## src/rtl/add_relu_framer.sv

```systemverilog
// add_relu_framer: registered ReLU output stage with feature-map framing markers.
// Optional ReLU is enabled by defining ADD_RELU_FRAMER_RELU_EN.
`default_nettype none

module add_relu_framer #(
  parameter int DATA_WIDTH  = 32,
  parameter int IMAGE_SIZE  = 612*612,
  parameter int NUM_CHANNEL = 4,
  parameter int PIX_WIDTH   = 19,
  parameter int CH_WIDTH    = 8
) (
  input  logic                  clk,
  input  logic                  reset,
  input  logic                  clear,
  input  logic                  valid_in,
  input  logic [DATA_WIDTH-1:0] data_in,
  output logic [DATA_WIDTH-1:0] data_out,
  output logic                  valid_out,
  output logic                  sof,
  output logic                  eoc,
  output logic                  eof,
  output logic [CH_WIDTH-1:0]   ch_idx,
  output logic                  done
);

  localparam logic [PIX_WIDTH-1:0] PIX_LAST = PIX_WIDTH'(IMAGE_SIZE - 1);
  localparam logic [CH_WIDTH-1:0]  CH_LAST  = CH_WIDTH'(NUM_CHANNEL - 1);

  typedef enum logic [1:0] {
    IDLE = 2'd0,
    RUN  = 2'd1,
    DONE = 2'd2
  } state_t;

  state_t                state;
  state_t                state_nxt;
  logic [PIX_WIDTH-1:0]  pix_cnt;
  logic [PIX_WIDTH-1:0]  pix_nxt;
  logic [CH_WIDTH-1:0]   ch_cnt;
  logic [CH_WIDTH-1:0]   ch_nxt;
  logic                  beat;
  logic                  pix_last;
  logic                  ch_last;
  logic                  sof_nxt;
  logic                  eoc_nxt;
  logic                  eof_nxt;
  logic                  done_nxt;
  logic [DATA_WIDTH-1:0] data_nxt;

  // A beat coinciding with clear is dropped, so clear gates acceptance.
  assign beat     = valid_in & ~clear;
  assign pix_last = (pix_cnt == PIX_LAST);
  assign ch_last  = (ch_cnt == CH_LAST);

`ifdef ADD_RELU_FRAMER_RELU_EN
  // Any set sign bit (negatives, -0.0, negative NaN) clamps to +0.0.
  assign data_nxt = data_in[DATA_WIDTH-1] ? '0 : data_in;
`else
  assign data_nxt = data_in;
`endif

  always_comb begin
    state_nxt = state;
    pix_nxt   = pix_cnt;
    ch_nxt    = ch_cnt;
    sof_nxt   = 1'b0;
    eoc_nxt   = 1'b0;
    eof_nxt   = 1'b0;
    done_nxt  = 1'b0;

    if (clear) begin
      state_nxt = IDLE;
      pix_nxt   = '0;
      ch_nxt    = '0;
    end else begin
      case (state)
        IDLE: begin
          if (beat) begin
            sof_nxt   = 1'b1;
            pix_nxt   = PIX_WIDTH'(1);
            ch_nxt    = '0;
            state_nxt = RUN;
          end
        end

        DONE: begin
          done_nxt = 1'b1;
          if (beat) begin
            sof_nxt   = 1'b1;
            pix_nxt   = PIX_WIDTH'(1);
            ch_nxt    = '0;
            state_nxt = RUN;
          end else begin
            state_nxt = IDLE;
          end
        end

        RUN: begin
          if (beat) begin
            if (pix_last) begin
              eoc_nxt = 1'b1;
              pix_nxt = '0;
              if (ch_last) begin
                eof_nxt   = 1'b1;
                ch_nxt    = '0;
                state_nxt = DONE;
              end else begin
                ch_nxt = ch_cnt + CH_WIDTH'(1);
              end
            end else begin
              pix_nxt = pix_cnt + PIX_WIDTH'(1);
            end
          end
        end

        default: begin
          state_nxt = IDLE;
          pix_nxt   = '0;
          ch_nxt    = '0;
        end
      endcase
    end
  end

  always_ff @(posedge clk or negedge reset) begin
    if (!reset) begin
      state   <= IDLE;
      pix_cnt <= '0;
      ch_cnt  <= '0;
    end else begin
      state   <= state_nxt;
      pix_cnt <= pix_nxt;
      ch_cnt  <= ch_nxt;
    end
  end

  // Output flops: markers and valid are qualified per cycle; data and ch_idx hold between beats.
  always_ff @(posedge clk or negedge reset) begin
    if (!reset) begin
      data_out  <= '0;
      valid_out <= 1'b0;
      sof       <= 1'b0;
      eoc       <= 1'b0;
      eof       <= 1'b0;
      ch_idx    <= '0;
      done      <= 1'b0;
    end else begin
      valid_out <= beat;
      sof       <= sof_nxt;
      eoc       <= eoc_nxt;
      eof       <= eof_nxt;
      done      <= done_nxt;
      if (beat) begin
        data_out <= data_nxt;
        ch_idx   <= ch_cnt;
      end
    end
  end

endmodule

`default_nettype wire

```

## config.mk

```make
export PLATFORM = sky130hd
export DESIGN_NAME = add_relu_framer
export DESIGN_NICKNAME = d
export VERILOG_FILES = /design/src/rtl/add_relu_framer.sv
export SDC_FILE = /design/constraint.sdc
export NUM_CORES = 1
export LEC_CHECK = 0
export BUFFER_PORTS_ARGS = -buffer_cell sky130_fd_sc_hd__buf_2
export CAP_MARGIN = 10
export CORE_MARGIN = 3
export CORE_UTILIZATION = 50
export CTS_CLUSTER_DIAMETER = 80
export CTS_CLUSTER_SIZE = 8
export DETAILED_ROUTE_END_ITERATION = 7
export GPL_TIMING_DRIVEN = 0
export PLACE_DENSITY = 0.8
export REMOVE_ABC_BUFFERS = 1
export SYNTH_ARGS = -nofsm -noshare
export SYNTH_HDL_FRONTEND = slang
export SYNTH_SLANG_ARGS = --single-unit
export TNS_END_PERCENT = 5
```

## constraint.sdc

```tcl
create_clock -name clk -period 3 [get_ports clk]
set_clock_uncertainty 0.15 [all_clocks]
set_input_delay 0.3 -clock clk [delete_from_list [all_inputs] [get_ports clk]]
set_output_delay 0.3 -clock clk [all_outputs]
set_load 0.02 [all_outputs]
```

-- After elaboration in Yosys (flattened, before gate mapping)
Index checks and enable logic that the tools add are counted.
- bits in registers: 74
- input bits: 36
- output and inout bits: 45
- word-level logic and storage cells: 60
- $add $sub $neg: 2
- equal/unequal tests: 9
- mux-type cells: 32
- bitwise operators: 2
- reductions and logical operators: 5
- operators by type and width (kind ; count):
    $mux 19 ; 4
    $mux 8 ; 5
    $pmux 19 s2 ; 1
    $add 19x1->19 const B ; 1
    $eq 19x19->1 const B ; 1
    $pmux 8 s2 ; 1
    $mux 1 ; 15
    $ne 3x3->1 const B ; 4
    $mux 2 ; 5
    $add 8x1->8 const B ; 1
    $eq 8x2->1 const B ; 1
    $pmux 2 s3 ; 1
    $reduce_and 4->1 ; 1
    $ne 3x1->1 const B ; 1
    $reduce_and 3->1 ; 1
    $eq 2x1->1 const B ; 1
    $eq 2x2->1 const B ; 1
    $logic_not 2->1 ; 1
    $reduce_and 2->1 ; 1
    $reduce_or 2->1 ; 1
    $and 1x1->1 ; 1
    $not 1->1 ; 1

-- Depth between registers and ports, before layout
Gate-level depths: netlist of run 1.
- depth after elaboration: 6
- depth in mapped cells: 8
- depth with buffers taken out: 6

-- Least setup slack after synthesis of run 1
No wires, ideal clock.
- path type: register to register
- start: register pix_cnt[0]
- end: register ch_cnt[0]
- setup time: 128 ps
- arrival: 1787 ps
- required time: 2722 ps
- setup slack: 935 ps
- cell stages (with the launch flop): 8
- path buffers: 1
- clock period less this slack: 2065 ps
- path through: dfrtp_1 ha_1 and4b_1 and4_1 buf_4 a21oi_4 nor2_1 mux2_1
- word-level cells in the longest chain between the ends: 3
- RTL lines (item ; RTL line ; RTL):
    start, declared ; 37 ; logic [PIX_WIDTH-1:0] pix_cnt;
    start signal, assigned ; 132 ; pix_cnt <= pix_nxt;
    $eq 19x19->1 ; 52 ; assign pix_last = (pix_cnt == PIX_LAST);
    $ne 3x3->1 (no line) ; - ;
    $reduce_and 3->1 (no line) ; - ;
    end signal, assigned ; 133 ; ch_cnt <= ch_nxt;
    end, declared ; 39 ; logic [CH_WIDTH-1:0] ch_cnt;
No other way between the ends.
A chain may end at the register's enable or synchronous reset.

-- Worst setup path in the final report of run 1
- start: register pix_cnt[0]
- end: register ch_cnt[1]
The elaborated chain is that of the path after synthesis.

==> results of run 1 <==
-- final timing paths --
check	slack [ps]	to	cells past startpoint	start
max	260	ch_cnt[1]	6	pix_cnt[0]
min	30	data_out[12]	2	data_in[12]
max reg2reg	260	ch_cnt[1]	6	pix_cnt[0]
min reg2reg	350	data_out[25]	1	data_out[25]
max in group asynchronous	1650	ch_idx[0]	2	reset
min in group asynchronous	480	data_out[12]	2	reset
-- flip-flops by register name, summed over array words and instances (netlist names) --
register,flops
pix_cnt,19
sof,1
valid_out,1
state,2
done,1
data_out,32
eof,1
ch_cnt,8
eoc,1
ch_idx,8
-- cells in the mapped netlist (4+ instances only) --
master | n | area share
clkbuf_1 | 9 | 0.010
a21oi_1 | 6 | 0.0090
nand2_1 | 14 | 0.016
and3_1 | 6 | 0.011
nor3_1 | 6 | 0.0090
xnor2_1 | 6 | 0.016
nand3_1 | 19 | 0.029
or4_1 | 6 | 0.014
xor2_1 | 5 | 0.013
mux2_2 | 41 | 0.14
dfrtp_1 | 74 | 0.56
nor2b_1 | 4 | 0.0075
o21ai_0 | 7 | 0.011
nor2_1 | 17 | 0.019
a31oi_1 | 4 | 0.0075
-- layer usage --
metal | global-route usage | vias to the layer above | part of all wire
li1 | - | 1170 | -
met5 | 0 | - | 0
met3 | 0.0611 | 7 | 0.043
met1 | 0.252 | 1206 | 0.45
met4 | 0.0488 | 0 | 0.011
met2 | 0.294 | 45 | 0.50
-- area by class of cell --
cell class                 count  area (um^2)  area share
sequential                    74         1850       0.464
clock inverter                 5         31.3     0.00784
tap                           77         96.3      0.0241
inverter                       4         15.0     0.00376
timing repair buffer          83          444       0.111
clock buffer                  10          138      0.0345
multi-input combinational    186         1410       0.354
-- metrics by stage --
step	std cells	TNS, ps
after floorplan	264	0
after global placement	421	-35630
after detailed placement	423	0
after CTS	439	0
after global routing	439	0
final	439	0
-- cells by family (layout without fill, tap and decap cells) --
| kind of cell | after synthesis | after routing | share of synthesized area |
|---|---|---|---|
| compound gates | 34 | 34 | 0.0685 |
| xor+xnor | 11 | 11 | 0.0290 |
| fa+ha+maj | 2 | 2 | 0.00753 |
| buf+inv | 17 | 102 | 0.0215 |
| flops | 74 | 74 | 0.557 |
| mux | 42 | 42 | 0.142 |
| simple gates | 97 | 97 | 0.174 |
-- power by group through the flow --
stage | combinational [mW] | clock, mW | sequential (mW)
2_1_floorplan | 0.101 | 0 | 1.21
3_3_place_gp | 0.318 | 0 | 1.12
3_5_place_dp | 0.330 | 0 | 1.13
4_1_cts | 0.332 | 0.689 | 1.11
5_1_grt | 0.354 | 0.729 | 1.12
6_report | 0.328 | 0.671 | 1.11
-- timing repair --
action / CTS / global route
hold endpoints to repair: 74 / 0
buffers inserted: 0 / 0
hold buffers: 1 / 0
==> flow_metrics.env, run 1 <==
export IMPL_outcome="complete, no violations"
export IMPL_post_dp_hpwl_um=4890
export IMPL_drtIter0Drc=173
export IMPL_rows=29
export IMPL_max_slew_margin=0.407
export IMPL_initial_core_util=0.521
export IMPL_placed_area_mm2=0.00381
export IMPL_p_comb_frac=0.156
export IMPL_hold_viol=0
export IMPL_critPathBufInv=0
export IMPL_grt_overflow_total=0
export IMPL_power_density_mw_per_mm2=528
export IMPL_clk_pin_slew_ps=80
export IMPL_finalPower_mw=2.11
export IMPL_cts_buffers=9
export IMPL_fin_crit_sh=0.913
export IMPL_yosysWarnings=0
export IMPL_cp_start_kind="flop"
export IMPL_antenna_cells=0
export IMPL_path_delay_family="simple AND/OR/NAND/NOR gates"
export IMPL_gp_congestion=0.858
export IMPL_worstPathCellList="ha_1 > and4b_1 > and4_1 > a21oi_4 > nor2_1 > mux2_2"
export IMPL_final_max_slew_viol_count=0
export IMPL_hold_ws_ps=32.2
export IMPL_remaining_drc_errors=0
export IMPL_final_cell_mix="79 x buf_2, 74 x dfrtp_1, 41 x mux2_2, 19 x nand3_1, 17 x nor2_1"
export IMPL_final_util=0.625
export IMPL_synthFlopType="dfrtp_1"
export IMPL_slowest_stage="nor2_1"
export IMPL_power_switching_mw=0.588
export IMPL_grt_max_degree=75
export IMPL_setup_viol=0
export IMPL_hold_class="in -> reg"
export IMPL_p_clk_frac=0.318
export IMPL_dieHeight_um=87.5
export IMPL_wl_per_cell_um=15.6
export IMPL_maxCapViolations=0
export IMPL_io_pins=81
export IMPL_cts_tree="done"
export IMPL_syn_inst=277
export IMPL_crit_type="reg -> reg"
export IMPL_port_buffers=80
export IMPL_synth_edf_count=0
export IMPL_dp_slack_ps=295
export IMPL_final_setup_worst_slack_ps=260
export IMPL_end_kind="flop"
export IMPL_ys_seq_area_frac=0.557
export IMPL_antenna_left=0
export IMPL_layout_commonest_cell="buf_2"
export IMPL_cts_path_max_buffers=2
export IMPL_core_mm2=0.00639
export IMPL_grt_pass1_wl_um=11100
export IMPL_layout_drive_gt1_share=0.412
export IMPL_rsz0062_at_grt="false"
export IMPL_grt_pass1_vias=2352
export IMPL_worstSkewPairLatency_ps=340
export IMPL_antenna_found_initial=0
export IMPL_dieArea_mm2=0.00766
export IMPL_areaGrowthSynthToFinish_pct=20.0
export IMPL_grtUsageTotal=0.187
export IMPL_viasPerCell=5.53
export IMPL_final_net_count=396
export IMPL_yosysUniqueCellTypes=51
export IMPL_ir_drop_mv=0.484
export IMPL_power_internal_mw=1.52
export IMPL_worstMarginPinSlew_ps=889
export IMPL_fillers=489
export IMPL_critical_path_arrival_ps=2820
export IMPL_seqPwrFrac=0.526
export IMPL_cp_required_ps=3080
export IMPL_synthesis_area_mm2=0.00332
export IMPL_cts_root_buf="clkbuf_8"
export IMPL_path_max_fanout=12
export IMPL_cts_sinks=74
export IMPL_fin_crit_ps=2740
export IMPL_syn_avg_cell_area_um2=12.0
export IMPL_fin_area_mm2=0.00399
export IMPL_cts_max_level=3
export IMPL_die_w_um=87.5
export IMPL_first_pass_iters=4
export IMPL_max_stage_delay_ps=600
export IMPL_ys_seq_elements=74
export IMPL_num_vias=2428
export IMPL_async_flop_share=1.00
export IMPL_routed_wl_um=6850
export IMPL_fmax_mhz=365
export IMPL_ctsResizeCount=0
export IMPL_leakage_nw=1.83
export IMPL_swShare=0.279
(Power assumes the default switching activity.)
==> run 2: changes to the inputs <==
PLACE_DENSITY = 0.74   (was 0.8)
==> flow_metrics.env, run 2 (synthesized netlist as in run 1, its figures left out) <==
export IMPL_leakage_nw=1.88
export IMPL_port_buffers=80
export IMPL_worstMarginPinSlew_ps=895
export IMPL_top_layer="met4"
export IMPL_grt_max_degree=75
export IMPL_max_slew_margin=0.403
export IMPL_hold_viol=0
export IMPL_wl_per_cell_um=15.3
export IMPL_critical_path_arrival_ps=2810
export IMPL_grt_overflow_total=0
export IMPL_ctsResizeCount=0
export IMPL_layout_commonest_cell="buf_2"
export IMPL_cts_root_buf="clkbuf_8"
export IMPL_cp_required_ps=3090
export IMPL_antenna_found_initial=0
export IMPL_wl_met3_um=359
export IMPL_dr_wl_met2_um=3450
export IMPL_dp_cells=423
export IMPL_cts_buffers=9
export IMPL_final_cells=440
export IMPL_clk_pin_slew_ps=80
export IMPL_worstPathCellList="ha_1 > and4b_1 > and4_1 > a21oi_4 > nor2_1 > mux2_2"
export IMPL_final_max_slew_viol_count=0
export IMPL_first_pass_iters=6
export IMPL_path_max_fanout=12
export IMPL_hold_class="in -> reg"
export IMPL_num_vias=2450
export IMPL_fin_crit_sh=0.907
export IMPL_startpoint="pix_cnt[0]"
export IMPL_r2r_start="pix_cnt[0]"
export IMPL_die_w_um=87.5
export IMPL_fin_area_mm2=0.00409
export IMPL_layout_drive_gt1_share=0.410
export IMPL_rows=29
export IMPL_slowest_stage="nor2_1"
export IMPL_post_dp_hpwl_um=4710
export IMPL_crit_type="reg -> reg"
export IMPL_dp_slack_ps=295
export IMPL_antenna_cells=0
export IMPL_maxCapViolations=0
export IMPL_max_stage_delay_ps=600
export IMPL_remaining_drc_errors=0
export IMPL_dieHeight_um=87.5
export IMPL_grtUsageTotal=0.182
export IMPL_grt_pass1_wl_um=11000
export IMPL_cts_path_max_buffers=2
export IMPL_io_pins=81
export IMPL_viasPerCell=5.57
export IMPL_top_regs="data_out (32), pix_cnt (19)"
export IMPL_core_mm2=0.00639
export IMPL_largest_register_ffs=32
export IMPL_worstSkewPairLatency_ps=350
export IMPL_post_cts_buffers=0
export IMPL_final_cell_mix="79 x buf_2, 74 x dfrtp_1, 41 x mux2_2, 19 x nand3_1, 17 x nor2_1"
export IMPL_initial_core_util=0.521
export IMPL_areaGrowthSynthToFinish_pct=22.9
export IMPL_outcome="complete, no violations"
export IMPL_dieArea_mm2=0.00766
export IMPL_cts_sinks=74
export IMPL_final_net_count=396
export IMPL_cts_max_level=3
export IMPL_ir_drop_mv=0.558
export IMPL_final_setup_worst_slack_ps=280
export IMPL_routed_wl_um=6710
export IMPL_fin_crit_ps=2720
export IMPL_grt_pass1_vias=2354
export IMPL_cp_start_kind="flop"
export IMPL_drtIter0Drc=178
export IMPL_route_layer_met1_wl_um=2780
export IMPL_end_kind="flop"
export IMPL_cts_tree="done"
export IMPL_setup_viol=0
export IMPL_antenna_left=0
export IMPL_tns_ps=0
export IMPL_hold_start="data_in[31]"
export IMPL_rsz0062_at_grt="false"
export IMPL_power_density_mw_per_mm2=598
export IMPL_fmax_mhz=368
export IMPL_regMostFlops="data_out"
export IMPL_placed_area_mm2=0.00381
export IMPL_gp_congestion=0.797
export IMPL_final_util=0.640
==> run 2: cell types whose count changed in the layout (fill, tap and decap cells not counted), sizes merged <==
| cell | change |
|---|---|
| clkinvlp | -1 |
| clkinv | -3 |
| inv | +1 |
| bufinv | +4 |
==> run 2: cell type report <==
class	instances	area, um^2
Fill cell	495	2300
Timing Repair Buffer	83	444
Clock buffer	10	128
Clock inverter	6	138
Tap cell	77	96.3
Inverter	4	15.0
Sequential cell	74	1850
Multi-Input combinational cell	186	1410
==> run 2: what timing repair did <==
| item | 4_1_cts | 5_1_grt |
|---|---|---|
| setup endpoints to repair | 0 | 0 |
| hold buffers | 1 | 0 |
| hold endpoints to repair | 74 | 0 |
==> run 2: worst max-delay path: cells and delay by family, from the launching register on <==
family | cells | cell delay [ps]
adders and majority gates | 1 | 220
muxes | 1 | 400
and+or+nand+nor | 3 | 1280
DFF | 1 | 420
AOI/OAI and AO/OA | 1 | 140
==> run 2: power by group <==
part	total [mW]	switching, mW	internal (mW)
combinational	0.324	0.189	0.135
sequential	1.11	0.0379	1.07
clock	1.01	0.371	0.641
total	2.44	0.598	1.84
==> run 2: metrics by stage <==
stage / hold WS (ps) / power, mW
5_1_grt: 15.0 / 2.54
3_3_place_gp: 334 / 1.44
4_1_cts: 16.3 / 2.47
3_5_place_dp: 340 / 1.45
6_report: 25.6 / 2.44
2_1_floorplan: -146 / 1.31
==> run 2: path summary, 6_finish.rpt <==
path                                end  slack, ps  depth (start not counted)
min in group asynchronous  data_out[16]        480                          2
max reg2reg                   ch_cnt[1]        280                          6
max                           ch_cnt[1]        280                          6
min reg2reg                   ch_idx[2]        360                          1
min                        data_out[31]         30                          2
max in group asynchronous   pix_cnt[17]       1640                          2
==> run 2: routing by layer <==
metal / vias to the layer above / global-route usage
met5: - / 0
met4: 0 / 0.0669
met3: 12 / 0.0499
met2: 65 / 0.290
met1: 1212 / 0.241
li1: 1161 / -
